## src/rtl/cpu_pkg.sv

```systemverilog
// -----------------------------------------------------------------------------
// cpu_pkg -- shared constants and types for the decode/issue slice.
//
// Contents:
//   CPU_WIDTH  default datapath width (bits)
//   CPU_NUM    default architectural register count
//   CPU_AW     register-index width derived from CPU_NUM
//   reg_idx_t  register-index type at the default configuration
// -----------------------------------------------------------------------------
package cpu_pkg;

    localparam int CPU_WIDTH = 32;
    localparam int CPU_NUM   = 32;
    localparam int CPU_AW    = $clog2(CPU_NUM);

    typedef logic [CPU_AW-1:0] reg_idx_t;

endpackage : cpu_pkg

```

## src/rtl/reg_scoreboard.sv

```systemverilog
// -----------------------------------------------------------------------------
// reg_scoreboard -- one pending bit per architectural register.
//
// A bit is pending between the issue of an instruction that writes that
// register and the writeback of the value. Register 0 is hard-wired zero and
// never becomes pending.
//
// Ports:
//   clock, reset              rising-edge clock, synchronous active-high reset
//   set_en_i / set_idx_i      mark a destination as pending (issue)
//   clr_a_en_i / clr_a_idx_i  clear a pending bit (writeback)
//   clr_b_en_i / clr_b_idx_i  clear a pending bit (squashed instruction)
//   query_*_idx_i             combinational lookup indices
//   *_pend_o                  pending state of the queried registers
//
// A set and a clear on the same index in one cycle leaves the bit set: the
// newly issued writer still owes a result.
// -----------------------------------------------------------------------------
module reg_scoreboard
    import cpu_pkg::*;
#(
    parameter int NUM = CPU_NUM,
    parameter int AW  = $clog2(NUM)
) (
    input  logic          clock,
    input  logic          reset,
    input  logic          set_en_i,
    input  logic [AW-1:0] set_idx_i,
    input  logic          clr_a_en_i,
    input  logic [AW-1:0] clr_a_idx_i,
    input  logic          clr_b_en_i,
    input  logic [AW-1:0] clr_b_idx_i,
    input  logic [AW-1:0] query_rs1_idx_i,
    input  logic [AW-1:0] query_rs2_idx_i,
    input  logic [AW-1:0] query_rd_idx_i,
    output logic          rs1_pend_o,
    output logic          rs2_pend_o,
    output logic          rd_pend_o
);

    logic [NUM-1:0] pending_q;
    logic [NUM-1:0] pending_d;

    always_comb begin
        // NOTE: start from the held value so every path assigns pending_d;
        // a missing default here would infer a latch.
        pending_d = pending_q;
        if (clr_a_en_i) pending_d[clr_a_idx_i] = 1'b0;
        if (clr_b_en_i) pending_d[clr_b_idx_i] = 1'b0;
        // Set is applied last so it wins over a same-cycle clear.
        if (set_en_i)   pending_d[set_idx_i]   = 1'b1;
        pending_d[0] = 1'b0;
    end

    always_ff @(posedge clock) begin
        // NOTE: pending bits are flops, not a RAM, and must be reset: a stale
        // bit after reset would stall its readers forever.
        if (reset) begin
            // NOTE: non-blocking assignment so every flop samples pre-edge values.
            pending_q <= '0;
        end else begin
            pending_q <= pending_d;
        end
    end

    assign rs1_pend_o = pending_q[query_rs1_idx_i];
    assign rs2_pend_o = pending_q[query_rs2_idx_i];
    assign rd_pend_o  = pending_q[query_rd_idx_i];

endmodule : reg_scoreboard

```

## src/rtl/operand_fetch.sv

```systemverilog
// -----------------------------------------------------------------------------
// operand_fetch -- register read / hazard check stage between decode and
// execute, with a single output register (latency 1).
//
// Ports:
//   clock, reset                 rising-edge clock, synchronous active-high reset
//   in_valid / in_ready          decoded instruction handshake
//   in_rs1, in_rs2, in_rd        register indices; in_rd_we marks a writer
//   rf_addr_r1/r2, rf_data_r1/r2 asynchronous register-file read port
//   wb_valid, wb_rd, wb_data     writeback; the register file commits at the
//                                same edge
//   flush                        squash the instruction held at the output
//   out_valid / out_ready        execute-stage handshake
//   out_rs1_val, out_rs2_val     operands; out_rd / out_rd_we passed through
//
// Build option:
//   OPERAND_BYPASS_EN  when defined, a writeback in the current cycle is
//                      forwarded to a matching source and resolves its hazard
//                      immediately. When undefined, a pending source stalls
//                      through its writeback cycle and is read from the
//                      register file on the next cycle.
// -----------------------------------------------------------------------------
module operand_fetch
    import cpu_pkg::*;
#(
    parameter  int WIDTH = CPU_WIDTH,
    parameter  int NUM   = CPU_NUM,
    localparam int AW    = $clog2(NUM)
) (
    input  logic             clock,
    input  logic             reset,
    input  logic             in_valid,
    output logic             in_ready,
    input  logic [AW-1:0]    in_rs1,
    input  logic [AW-1:0]    in_rs2,
    input  logic [AW-1:0]    in_rd,
    input  logic             in_rd_we,
    output logic [AW-1:0]    rf_addr_r1,
    output logic [AW-1:0]    rf_addr_r2,
    input  logic [WIDTH-1:0] rf_data_r1,
    input  logic [WIDTH-1:0] rf_data_r2,
    input  logic             wb_valid,
    input  logic [AW-1:0]    wb_rd,
    input  logic [WIDTH-1:0] wb_data,
    input  logic             flush,
    output logic             out_valid,
    input  logic             out_ready,
    output logic [WIDTH-1:0] out_rs1_val,
    output logic [WIDTH-1:0] out_rs2_val,
    output logic [AW-1:0]    out_rd,
    output logic             out_rd_we
);

`ifdef OPERAND_BYPASS_EN
    localparam bit BYPASS = 1'b1;
`else
    localparam bit BYPASS = 1'b0;
`endif

    typedef struct packed {
        logic             valid;
        logic [WIDTH-1:0] rs1_val;
        logic [WIDTH-1:0] rs2_val;
        logic [AW-1:0]    rd;
        logic             rd_we;
    } out_reg_t;

    out_reg_t out_q;
    out_reg_t out_d;

    logic rs1_pend, rs2_pend, rd_pend;
    logic wb_hits_rs1, wb_hits_rs2, wb_hits_rd;
    logic rs1_hazard, rs2_hazard, rd_hazard;
    logic accept;
    logic sb_set_en;
    logic sb_flush_clr;
    logic [WIDTH-1:0] rs1_val, rs2_val;

    // The register file is read combinationally from the decoded indices.
    assign rf_addr_r1 = in_rs1;
    assign rf_addr_r2 = in_rs2;

    // A writeback this cycle can only resolve a hazard when it is forwarded.
    assign wb_hits_rs1 = BYPASS && wb_valid && (wb_rd == in_rs1);
    assign wb_hits_rs2 = BYPASS && wb_valid && (wb_rd == in_rs2);
    assign wb_hits_rd  = BYPASS && wb_valid && (wb_rd == in_rd);

    assign rs1_hazard = (in_rs1 != '0) && rs1_pend && !wb_hits_rs1;
    assign rs2_hazard = (in_rs2 != '0) && rs2_pend && !wb_hits_rs2;
    assign rd_hazard  = in_rd_we && rd_pend && !wb_hits_rd;

    // Independent of in_valid so the upstream stage may wait on in_ready.
    assign in_ready = !reset && !flush
                    && !(rs1_hazard || rs2_hazard || rd_hazard)
                    && (!out_q.valid || out_ready);
    assign accept   = in_valid && in_ready;

    // Operand priority: x0, then forwarded writeback, then register file.
    assign rs1_val = (in_rs1 == '0) ? '0 : (wb_hits_rs1 ? wb_data : rf_data_r1);
    assign rs2_val = (in_rs2 == '0) ? '0 : (wb_hits_rs2 ? wb_data : rf_data_r2);

    // Issue marks the destination pending; a squashed instruction gives its
    // destination back. rd=0 is filtered inside the scoreboard as well.
    assign sb_set_en    = accept && in_rd_we && (in_rd != '0);
    assign sb_flush_clr = flush && out_q.valid && out_q.rd_we;

    reg_scoreboard #(
        .NUM (NUM),
        .AW  (AW)
    ) u_scoreboard (
        .clock           (clock),
        .reset           (reset),
        .set_en_i        (sb_set_en),
        .set_idx_i       (in_rd),
        .clr_a_en_i      (wb_valid),
        .clr_a_idx_i     (wb_rd),
        .clr_b_en_i      (sb_flush_clr),
        .clr_b_idx_i     (out_q.rd),
        .query_rs1_idx_i (in_rs1),
        .query_rs2_idx_i (in_rs2),
        .query_rd_idx_i  (in_rd),
        .rs1_pend_o      (rs1_pend),
        .rs2_pend_o      (rs2_pend),
        .rd_pend_o       (rd_pend)
    );

    always_comb begin
        out_d = out_q;
        if (accept) begin
            out_d.valid   = 1'b1;
            out_d.rs1_val = rs1_val;
            out_d.rs2_val = rs2_val;
            out_d.rd      = in_rd;
            out_d.rd_we   = in_rd_we;
        end else if (flush || out_ready) begin
            // Drain or squash; the payload is left as-is and ignored.
            out_d.valid = 1'b0;
        end
    end

    always_ff @(posedge clock) begin
        if (reset) begin
            out_q <= '0;
        end else begin
            out_q <= out_d;
        end
    end

    assign out_valid   = out_q.valid;
    assign out_rs1_val = out_q.rs1_val;
    assign out_rs2_val = out_q.rs2_val;
    assign out_rd      = out_q.rd;
    assign out_rd_we   = out_q.rd_we;

endmodule : operand_fetch
```

## config.mk

```make
export PLATFORM = sky130hd
export DESIGN_NAME = operand_fetch
export DESIGN_NICKNAME = d
export VERILOG_FILES = /design/src/rtl/cpu_pkg.sv /design/src/rtl/reg_scoreboard.sv /design/src/rtl/operand_fetch.sv
export SDC_FILE = /design/constraint.sdc
export NUM_CORES = 1
export LEC_CHECK = 0
export ABC_AREA = 0
export CORE_UTILIZATION = 46
export DETAILED_ROUTE_END_ITERATION = 7
export GPL_ROUTABILITY_DRIVEN = 0
export PLACE_DENSITY = 0.89
export SLEW_MARGIN = 20
export SYNTH_ARGS = -nofsm -noshare
export SYNTH_HDL_FRONTEND = slang
export SYNTH_SLANG_ARGS = --single-unit
```

## constraint.sdc

```tcl
create_clock -name clock -period 3 [get_ports clock]
set_input_delay 0.6 -clock clock [delete_from_list [all_inputs] [get_ports clock]]
set_output_delay 0.6 -clock clock [all_outputs]
set_load 0.005 [all_outputs]
```

-- Word level (Yosys, flattened, before mapping)
Cells that the tools add are included.
Widths: inputs -> output; s select.
- order comparisons: 8
- mux-type cells: 19
- bitwise gates (word level): 5
- reductions and logical operators: 28
- operators by type and width (cell ; count):
    $mux 32 ; 5
    $and 32x32->32 ; 2
    $not 32->32 ; 2
    $or 32x32->32 ; 1
    $lt 5x6->1 const B ; 5
    $bmux 1 s5 ; 3
    $demux 1 s5 ; 3
    $ge 5x1->1 const B ; 3
    $reduce_bool 5->1 ; 3
    $logic_and 1x1->1 ; 14
    $logic_not 5->1 ; 2
    $mux 1 ; 8
    $logic_not 1->1 ; 4
    $logic_or 1x1->1 ; 4
    $reduce_bool 2->1 ; 1
- bits in registers: 103
- input port bits: 123
- output and inout bits: 82
- word-level logic and storage cells: 67

-- Longest topological paths before layout
Gate-level depths: netlist of the first run.
- depth after elaboration: 12
- mapped depth: 11

-- Modules after synthesis
Synthesis of the first run repeated with hierarchy kept, for this count alone.
- cell total of the unflattened synthesis: 605
- area, all modules: 5560.3 sq um
- by module, submodules not included (module ; times used ; cells each ; area each (sq um) ; sequential area each (sq um)):
    operand_fetch ; 1 ; 324 ; 3119.2 ; 1421.4
    reg_scoreboard ; 1 ; 281 ; 2441.1 ; 620.6

-- Least setup slack after synthesis of the first run
OpenSTA, ideal clock, no wires.
- path type: input port to flip-flop
- start point: input in_rs1[1]
- end point: register u_scoreboard.pending_q[11]
- setup time: 0.088 ns
- arrival: 2.555 ns
- required time: 2.912 ns
- slack: 0.358 ns
- cell stages on the path: 10
- path buffers: 3
- path through: buf_2 -> mux4_2 -> nor4b_1 -> a31oi_1 -> nand3_1 -> and4_1 -> nand3_1 -> buf_2 -> buf_2 -> o31ai_1
- word-level cells in the longest chain between the ends: 12
- elaborated cells between the ends (all ways): 13
- ends and longest elaborated chain (item ; line ; text):
    start: declaration ; operand_fetch.sv:34 ; input logic [AW-1:0] in_rs1,
    $bmux 1 s5 ; reg_scoreboard.sv:66 ; assign rs1_pend_o = pending_q[query_rs1_idx_i];
    $mux 1 (implied by the code) ; reg_scoreboard.sv:66 ;
    $logic_and 1x1->1 (*) ; operand_fetch.sv:88 ; assign rs1_hazard = (in_rs1 != '0) && rs1_pend && !wb_hits_rs1;
    $logic_or 1x1->1 (*) (2 in a row) ; operand_fetch.sv:94 ; && !(rs1_hazard || rs2_hazard || rd_hazard)
    $logic_not 1->1 (*) ; operand_fetch.sv:94 ;
    $logic_and 1x1->1 (*) ; operand_fetch.sv:94 ;
    $logic_and 1x1->1 (*) ; operand_fetch.sv:95 ; && (!out_q.valid || out_ready);
    $logic_and 1x1->1 (*) ; operand_fetch.sv:96 ; assign accept = in_valid && in_ready;
    $logic_and 1x1->1 (*) (2 in a row) ; operand_fetch.sv:104 ; assign sb_set_en = accept && in_rd_we && (in_rd != '0);
    $mux 32 (*) ; reg_scoreboard.sv:51 ; if (set_en_i) pending_d[set_idx_i] = 1'b1;
    end signal: assignment ; reg_scoreboard.sv:62 ; pending_q <= pending_d;
    end: declaration ; reg_scoreboard.sv:41 ; logic [NUM-1:0] pending_q;
Mark *: on every way between the ends. The rest lies on a longest branch, timed or not. The select of a mux whose other input is x is not followed.
A chain may end at the register's enable or synchronous reset.

-- Final worst setup path of the first run
- start point: input in_rd[3]
- end point: output in_ready
- word-level cells in the longest chain between the ends: 7
- ends and longest elaborated chain (item ; line ; text):
    start: declaration ; operand_fetch.sv:36 ; input logic [AW-1:0] in_rd,
    $bmux 1 s5 ; reg_scoreboard.sv:68 ; assign rd_pend_o = pending_q[query_rd_idx_i];
    $mux 1 (implied by the code) ; reg_scoreboard.sv:68 ;
    $logic_and 1x1->1 ; operand_fetch.sv:90 ; assign rd_hazard = in_rd_we && rd_pend && !wb_hits_rd;
    $logic_or 1x1->1 ; operand_fetch.sv:94 ;
    $logic_not 1->1 ; operand_fetch.sv:94 ;
    $logic_and 1x1->1 ; operand_fetch.sv:94 ;
    $logic_and 1x1->1 ; operand_fetch.sv:95 ;
    end: declaration ; operand_fetch.sv:33 ; output logic in_ready,
No other way between the ends. The select of a mux whose other input is x is not followed.

==> results of run 1 <==
-- registers in the layout, summed over array words and instances (netlist names) --
| name | flops |
|---|---|
| out_rd_we | 1 |
| out_rs1_val | 32 |
| u_scoreboard.pending_q | 31 |
| out_rd | 5 |
| out_rs2_val | 32 |
| out_valid | 1 |
-- area by class of cell --
cell class | count | area (um2) | share of cell area (%)
well taps | 168 | 210.2 | 2.524
clock buffers | 10 | 239.0 | 2.870
multi-input cells | 462 | 3433 | 41.23
flip-flops and latches | 102 | 2042 | 24.52
repair buffers | 232 | 2331 | 27.99
clock inverters | 6 | 61.31 | 0.7362
inverters | 3 | 11.26 | 0.1352
-- routing by layer --
metal	global-route usage (%)	vias to the layer above	share of wire, %
met2	49.12	372	47
met3	9.086	93	12
met1	34.93	2737	37
met4	15.53	0	4.7
met5	0	-	0
li1	-	2590	-
-- logic make-up (layout without fill, tap and decap cells) --
| group | count (synthesis) | count (layout) | share of synthesized area [%] |
|---|---|---|---|
| AO/OA/AOI/OAI | 64 | 64 | 8.724 |
| buffers and inverters | 62 | 251 | 5.502 |
| flip-flops | 102 | 102 | 35.77 |
| AND/OR/NAND/NOR | 298 | 298 | 28.54 |
| multiplexers | 100 | 100 | 21.46 |
-- tightest hold or removal path: cells and delay by family, from the launching register on --
kind / cells / cell delay (ps)
flops: 1 / 310
simple gates: 1 / 60
mux: 1 / 60
-- metrics by stage --
stage / utilization, % / cells / TNS (ps) / setup WS, ps / hold slack [ps]
floorplan: - / 626 / 0 / 357.5 / 468.2
global placement: 63.98 / 950 / -19910 / -540.2 / 460.1
detailed placement: 63.98 / 950 / -23020 / -545.7 / 468.4
CTS: 68.98 / 983 / 0 / 41.15 / 476.9
global route: 69.05 / 983 / -35.71 / -35.71 / 497.7
finish: 69.05 / 983 / 0 / 10.03 / 476.3
-- worst max-delay path by stage --
stage | from | end | slack [ps] | depth (start not counted)
2_1_floorplan | in_rs1[1] | u_scoreboard.pending_q[11]$_SDFF_PP0_ | 360 | 10
3_3_place_gp | in_rs2[0] | in_ready | -540 | 9
3_5_place_dp | in_rs2[0] | in_ready | -550 | 9
4_1_cts | in_rs2[0] | in_ready | 40 | 10
5_1_grt | in_rd[1] | in_ready | -40 | 10
6_report | in_rd[3] | in_ready | 10 | 8
-- placed cells by master, fill, tap and decap left out, types with 3 or more instances in the layout --
master | synthesis | routed
buf_16 | 0 | 3
o221ai_1 | 16 | 16
buf_12 | 0 | 5
clkbuf_16 | 0 | 9
buf_6 | 1 | 5
nand2b_1 | 68 | 68
buf_4 | 17 | 45
nand2_1 | 100 | 100
dlygate4sd2_1 | 0 | 7
inv_1 | 3 | 3
nand3b_1 | 7 | 7
clkdlybuf4s50_1 | 0 | 159
or2_2 | 5 | 5
nor2b_1 | 28 | 27
mux4_2 | 17 | 17
nand4b_1 | 16 | 16
clkinv_2 | 0 | 3
nor3_1 | 5 | 4
nand3_1 | 19 | 18
nor2_1 | 16 | 16
o31ai_2 | 0 | 7
dfxtp_1 | 102 | 102
or3_1 | 6 | 6
mux2i_1 | 74 | 72
nand4_1 | 5 | 5
nor3b_1 | 12 | 12
or3b_2 | 4 | 4
mux2_2 | 8 | 7
o31ai_1 | 34 | 27
-- timing repair --
| item | CTS | global route |
|---|---|---|
| cloned | 4 | 0 |
| endpoints found under the setup margin | 3 | 34 |
| hold endpoints to repair | 0 | 0 |
| gates resized for setup | 40 | 11 |
| pin swaps | 5 | 5 |
| buffers inserted | 14 | 1 |
-- power by group through the flow --
stage	clock network, mW	registers [mW]	logic [mW]
6_report	1.18	1.43	0.569
5_1_grt	1.25	1.44	0.602
4_1_cts	1.19	1.43	0.561
3_5_place_dp	0	1.46	0.520
3_3_place_gp	0	1.46	0.506
2_1_floorplan	0	1.46	0.218
==> flow_summary.toml, run 1 <==
[layout]
fin_area_mm2 = 0.008328
layout.nets = 933
synthToLayoutAreaGrowth_pct = 45.90
nFillCells = 879
diodes = 0
drive_gt1_share_pct = 16.07

[critical_path]
slowest_stage = "mux2_2"
max_stage_delay_ps = 350
worstPathMaxFanout = 2
reg2reg_to = "u_scoreboard.pending_q[4]$_SDFF_PP0_"
required_ps = 2400
r2r_start = "u_scoreboard.pending_q[14]$_SDFF_PP0_"
rr_worst_depth = 12
path_cells = "dlygate4sd2_1 -> mux2_2 -> and3_1 -> o31ai_2 -> nand3_1 -> o21a_1 -> nor2_1 -> dlygate4sd2_1"
crit_type = "input port to primary output"
worst-path-buf-inv = 2
crit_path_end_kind = "primary output"
r2r_slack_ps = 230
arrival_ps = 2390
cpMostUsedCell = "dlygate4sd2_1"
crit_family = "buffers and inverters"
startpoint_type = "input port"

[detailed_routing]
drc = 0
firstDrtPassIters = 5
drtIter0Drc = 463
num_vias = 5792
drt-total-wl_um = 19090
viasPerCell = 5.892
post_drt_wl_per_cell_um = 19.42
postRouteAntennaNets = 0

[pwr]
pwr-share-clk_pct = 37.0
power_density_mw_per_mm2 = 381.5
p_comb_share_pct = 17.9
ir_drop_v = 0.0003020
swShare_pct = 24.36
leakage_nw = 3.554
internal_power_mw = 2.403
power_mw = 3.177
switching_power_mw = 0.7738
power_frac_seq_pct = 45.1

[yosys]
synth_area_mm2 = 0.005708
synth_area_leaders = "dfxtp_1, mux2i_1, nand2b_1"
syn_nets = 749
ys_seq_area_share_pct = 35.77
syn_area_per_cell_um2 = 9.118
synth.most_common_cell = "dfxtp_1"
synth_ff_type = "dfxtp_1"
synth-edff-count = 0
syn_inst = 626
yosys.area.top_type = "dfxtp_1"
synth_seq_cells = 102
yosys-top-cells-count = "dfxtp_1, nand2_1, mux2i_1"
yosysWarnings = 0
synth.top_cell.area_share_pct = 35.77
synth_cell_types = 44
async_flop_share_pct = 0

[timing]
worst_pin_slew_ps = 901.1
maxSlewHeadroom_pct = 39.93
report.final.slew_viol_count = 0
max_freq_mhz = 334.5
period_minus_slack_ps = 2990
timing.final.crit_share_pct = 99.67
rsz0062_at_grt = "true"
finClkSkew_ps = 5.603
hold_viol = 0
setup_viol = 0

[floorplan]
dieArea_mm2 = 0.01286
floorplan.die.width_um = 113.4
fp-row-count = 40
coreArea_mm2 = 0.01206
initial_core_util_pct = 47.32
dieHeight_um = 113.4
io_pins = 205

[placed_design]
place_area_mm2 = 0.007717
io_buffers = 172
dp.final_hpwl_um = 13120

[cts]
cts-hold-fix-buffers = 0
worstSkewPairLatency_ps = 340
cts_max_path_buffers = 2
clock_sink_count = 102
path_clk_slew_ps = 70
cts_tree = "done"
htree_levels = 3
cts_buffers = 9
root_buffer = "clkbuf_16"

[job]
drv_cap = 0

[global_routing]
grt.overflow.total = 0
grt_usage_pct = 29.75
grt_first_pass_wirelength_um = 29820
antenna_found_initial = 0
grt_pass1_vias = 5883
grt_start_max_net_pins = 107

[min_path]
hold_end = "out_rs1_val[1]$_SDFFE_PP0P_"
hp-class = "register to register"
min_from = "out_rs1_val[1]$_SDFFE_PP0P_"
holdPathStages = 2

[outcome]
status = "finished, final reports clean"
Power figures use the tool's default switching activity.
==> inputs of run 2 (changes only) <==
CORE_MARGIN = 8   (was default)
MAX_ROUTING_LAYER = met4   (was default)
==> flow_summary.toml, run 2 (synthesis gave the netlist of run 1 again) <==
[outcome]
status = "finished, final reports clean"

[layout]
ff_latch_area_mm2 = 0.002042
nFillCells = 891
synthToLayoutAreaGrowth_pct = 43.23
layout_commonest_cell = "clkdlybuf4s50_1"
drive_gt1_share_pct = 13.79
utilization_pct = 67.78
layout.nets = 923
layout_common_cells = "clkdlybuf4s50_1, dfxtp_1, nand2_1, mux2i_1, nand2b_1"
diodes = 0
multi_input_area_mm2 = 0.003392

[critical_path]
crit_path_end_kind = "primary output"
worstPathMaxFanout = 5
r2r_start = "u_scoreboard.pending_q[30]$_SDFF_PP0_"
required_ps = 2400
slowest_stage = "mux4_2"
crit_type = "input port to primary output"
max_stage_delay_ps = 500
startpoint_type = "input port"
arrival_ps = 2340
path_cells = "dlygate4sd2_1 -> buf_6 -> buf_12 -> mux4_2 -> mux2i_1 -> nand2_1 -> o211ai_2 -> nand4_1 -> nor2_1 -> buf_2"
critPathLaunch = "in_rs2[0]"

[global_routing]
grt.overflow.total = 0
grt_first_pass_wirelength_um = 31260
grt_start_max_net_pins = 107
antenna_found_initial = 0
grt_usage_pct = 24.71
grt_pass1_vias = 6131

[timing]
report.final.slew_viol_count = 0
hold_viol = 0
max_freq_mhz = 339.6
setup_viol = 0
maxSlewHeadroom_pct = 43.00
setup_tns_ps = 0
finClkSkew_ps = 8.349
timing.final.crit_share_pct = 98.16
worst_pin_slew_ps = 855.1
period_minus_slack_ps = 2945
holdWs_ps = 476.3

[floorplan]
initial_core_util_pct = 47.32
floorplan.die.width_um = 127.4
dieHeight_um = 127.4
fp-row-count = 40
io_pins = 205
dieArea_mm2 = 0.01623
coreArea_mm2 = 0.01206

[pwr]
power_density_mw_per_mm2 = 386.6
leakage_nw = 3.494
power_mw = 3.161
ir_drop_v = 0.0002756

[min_path]
hp-class = "register to register"
min_from = "out_rs1_val[9]$_SDFFE_PP0P_"

[cts]
htree_levels = 3
cts-hold-fix-buffers = 0
path_clk_slew_ps = 70
cts_buffers = 9
clock_sink_count = 102
worstSkewPairLatency_ps = 350
cts_tree = "done"
root_buffer = "clkbuf_16"
cts_max_path_buffers = 2

[detailed_routing]
firstDrtPassIters = 7
post_drt_wl_per_cell_um = 20.60
drt-total-wl_um = 20040
postRouteAntennaNets = 0
viasPerCell = 6.007
drc = 0
num_vias = 5845
drtIter0Drc = 540

[placed_design]
dp.final_hpwl_um = 14540
io_buffers = 172

[job]
drv_cap = 0
[run 2: routing by layer]
layer | GRT usage, % | part of all wire (%) | wire length (um)
met5 | - | 0 | 0
met4 | 12.04 | 5.0 | 993
met3 | 8.611 | 13 | 2630
met2 | 39.35 | 46 | 9127
met1 | 27.24 | 36 | 7288
[run 2: report_power, final]
part / total [mW] / internal (mW) / switching (mW)
combinational: 0.551 / 0.325 / 0.226
clock: 1.18 / 0.650 / 0.529
sequential: 1.43 / 1.40 / 0.0333
[run 2: final cells by class]
cell class / instances / share of cell area, %
Clock inverter: 7 / 0.8724
Clock buffer: 9 / 2.755
Inverter: 3 / 0.1377
Timing Repair Buffer: 222 / 27.20
Multi-Input combinational cell: 462 / 41.49
Sequential cell: 102 / 24.98
Tap cell: 168 / 2.571
[run 2: stage by stage]
stage,area (um2),setup slack [ps],cells
floorplan,5708,357.5,626
global placement,7732,-529.3,947
detailed placement,7732,-562.8,947
CTS,8128,34.00,970
global route,8175,-36.89,973
finish,8175,55.09,973
[run 2: worst paths after layout]
check | cells after the start | slack [ps] | endpoint
setup / recovery | 10 | 60 | in_ready
hold / removal | 2 | 480 | out_rs1_val[9]$_SDFFE_PP0P_
setup reg to reg | 10 | 450 | out_rd[4]$_SDFFE_PP0P_
hold reg to reg | 2 | 480 | out_rs1_val[9]$_SDFFE_PP0P_
[run 2: timing repair]
item | CTS | global route
setup endpoints to repair | 14 | 85
gates resized for setup | 13 | 12
buffers inserted | 6 | 3
pin swaps | 8 | 5
cloned | 1 | 0
[run 2: critical path, delay by kind of cell]
| family | cells | cell delay [ps] |
|---|---|---|
| buf+inv | 4 | 580 |
| compound gates | 1 | 110 |
| simple gates | 3 | 380 |
| mux | 2 | 660 |
==> inputs of run 3 (changes only) <==
SKIP_CTS_REPAIR_TIMING = 1   (was default)
==> flow_summary.toml, run 3 (synthesis gave the netlist of run 1 again) <==
[cts]
clock_sink_count = 102
worstSkewPairLatency_ps = 340
path_clk_slew_ps = 70
root_buffer = "clkbuf_16"
cts_buffers = 9
cts_max_path_buffers = 2
htree_levels = 3
cts_tree = "done"

[timing]
post-route-worst-setup-slack_ps = 120.7
hold_viol = 0
worst_pin_slew_ps = 860.2
timing.final.crit_share_pct = 95.98
report.final.slew_viol_count = 0
rsz0062_at_grt = "false"
max_freq_mhz = 347.3
setup_viol = 0
finClkSkew_ps = 8.071
period_minus_slack_ps = 2879
maxSlewHeadroom_pct = 42.65

[min_path]
hp-class = "register to register"
min_from = "out_rs1_val[9]$_SDFFE_PP0P_"

[pwr]
leakage_nw = 3.524
p_comb_share_pct = 17.4
power_mw = 3.166
swShare_pct = 25.08
switching_power_mw = 0.7941
ir_drop_v = 0.0002730
internal_power_mw = 2.372
power_frac_seq_pct = 45.2
pwr-share-clk_pct = 37.4
power_density_mw_per_mm2 = 387.3

[floorplan]
initial_core_util_pct = 47.32
dieHeight_um = 127.4
coreArea_mm2 = 0.01206
dieArea_mm2 = 0.01623
io_pins = 205
fp-row-count = 40
floorplan.die.width_um = 127.4

[critical_path]
startpoint_type = "input port"
critPathLaunch = "in_rd[4]"
r2r_start = "u_scoreboard.pending_q[6]$_SDFF_PP0_"
crit_path_end_kind = "primary output"
arrival_ps = 2280
crit_type = "input port to primary output"
worstPathMaxFanout = 7
required_ps = 2400

[outcome]
status = "finished, final reports clean"

[detailed_routing]
firstDrtPassIters = 6
num_vias = 5822
drt-total-wl_um = 20170
drc = 0
post_drt_wl_per_cell_um = 20.75
drtIter0Drc = 527
viasPerCell = 5.990
postRouteAntennaNets = 0

[layout]
diodes = 0
ff_latch_area_mm2 = 0.002042
synthToLayoutAreaGrowth_pct = 43.25
layout_common_cells = "clkdlybuf4s50_1, dfxtp_1, nand2_1, mux2i_1, nand2b_1"
layout_commonest_cell = "clkdlybuf4s50_1"
drive_gt1_share_pct = 13.43
multi_input_area_mm2 = 0.003398
nFillCells = 889
layout.nets = 922
final_cells = 972

[placed_design]
dp_slack_ps = -562.8
placed_cells = 947
dp.final_hpwl_um = 14540
io_buffers = 172

[global_routing]
grt_pass1_vias = 6063
grt_start_max_net_pins = 107
antenna_found_initial = 0
grt_first_pass_wirelength_um = 30900
grt_usage_pct = 24.45
grt.overflow.total = 0

[job]
drv_cap = 0
[run 3: path summary, 6_finish.rpt]
kind,cells past startpoint,slack (ps),to
min reg2reg,2,480,out_rs1_val[9]$_SDFFE_PP0P_
min,2,480,out_rs1_val[9]$_SDFFE_PP0P_
max reg2reg,10,500,u_scoreboard.pending_q[15]$_SDFF_PP0_
max,7,120,in_ready
[run 3: power by group through the flow]
stage	combinational, mW	sequential [mW]	clock [mW]
final	0.550	1.43	1.19
after global routing	0.586	1.44	1.25
after CTS	0.533	1.43	1.20
after detailed placement	0.529	1.46	0
after global placement	0.513	1.46	0
after floorplan	0.218	1.46	0
[run 3: final cells by class]
cell class	count	area share, %
clock buffers	9	2.754
clock inverters	7	0.8722
inverters	3	0.1377
flip-flops and latches	102	24.97
well taps	168	2.571
multi-input cells	462	41.56
repair buffers	221	27.13
[run 3: metal layers]
metal / vias to the layer above / GRT usage (%) / share of wire (%)
met3: 113 / 8.486 / 13
met5: - / - / 0
met4: 0 / 11.20 / 4.7
met1: 2712 / 27.23 / 36
met2: 425 / 38.91 / 46
li1: 2572 / - / -
[run 3: stage by stage]
stage | area [um2] | TNS [ps] | utilization (%) | hold slack [ps]
floorplan | 5708 | 0 | - | 468.2
global placement | 7732 | -24330 | 64.11 | 459.0
detailed placement | 7732 | -30870 | 64.11 | 469.2
CTS | 8029 | -886.6 | 66.57 | 478.1
global route | 8177 | 0 | 67.79 | 496.3
finish | 8177 | 0 | 67.79 | 476.4
[run 3: worst max-delay path: stages]
cell             delay (ps)
clkdlybuf4s50_1         480
buf_4                   200
or4_1                   520
nand4_1                 140
o21a_1                  170
nor2_1                   50
buf_2                   120
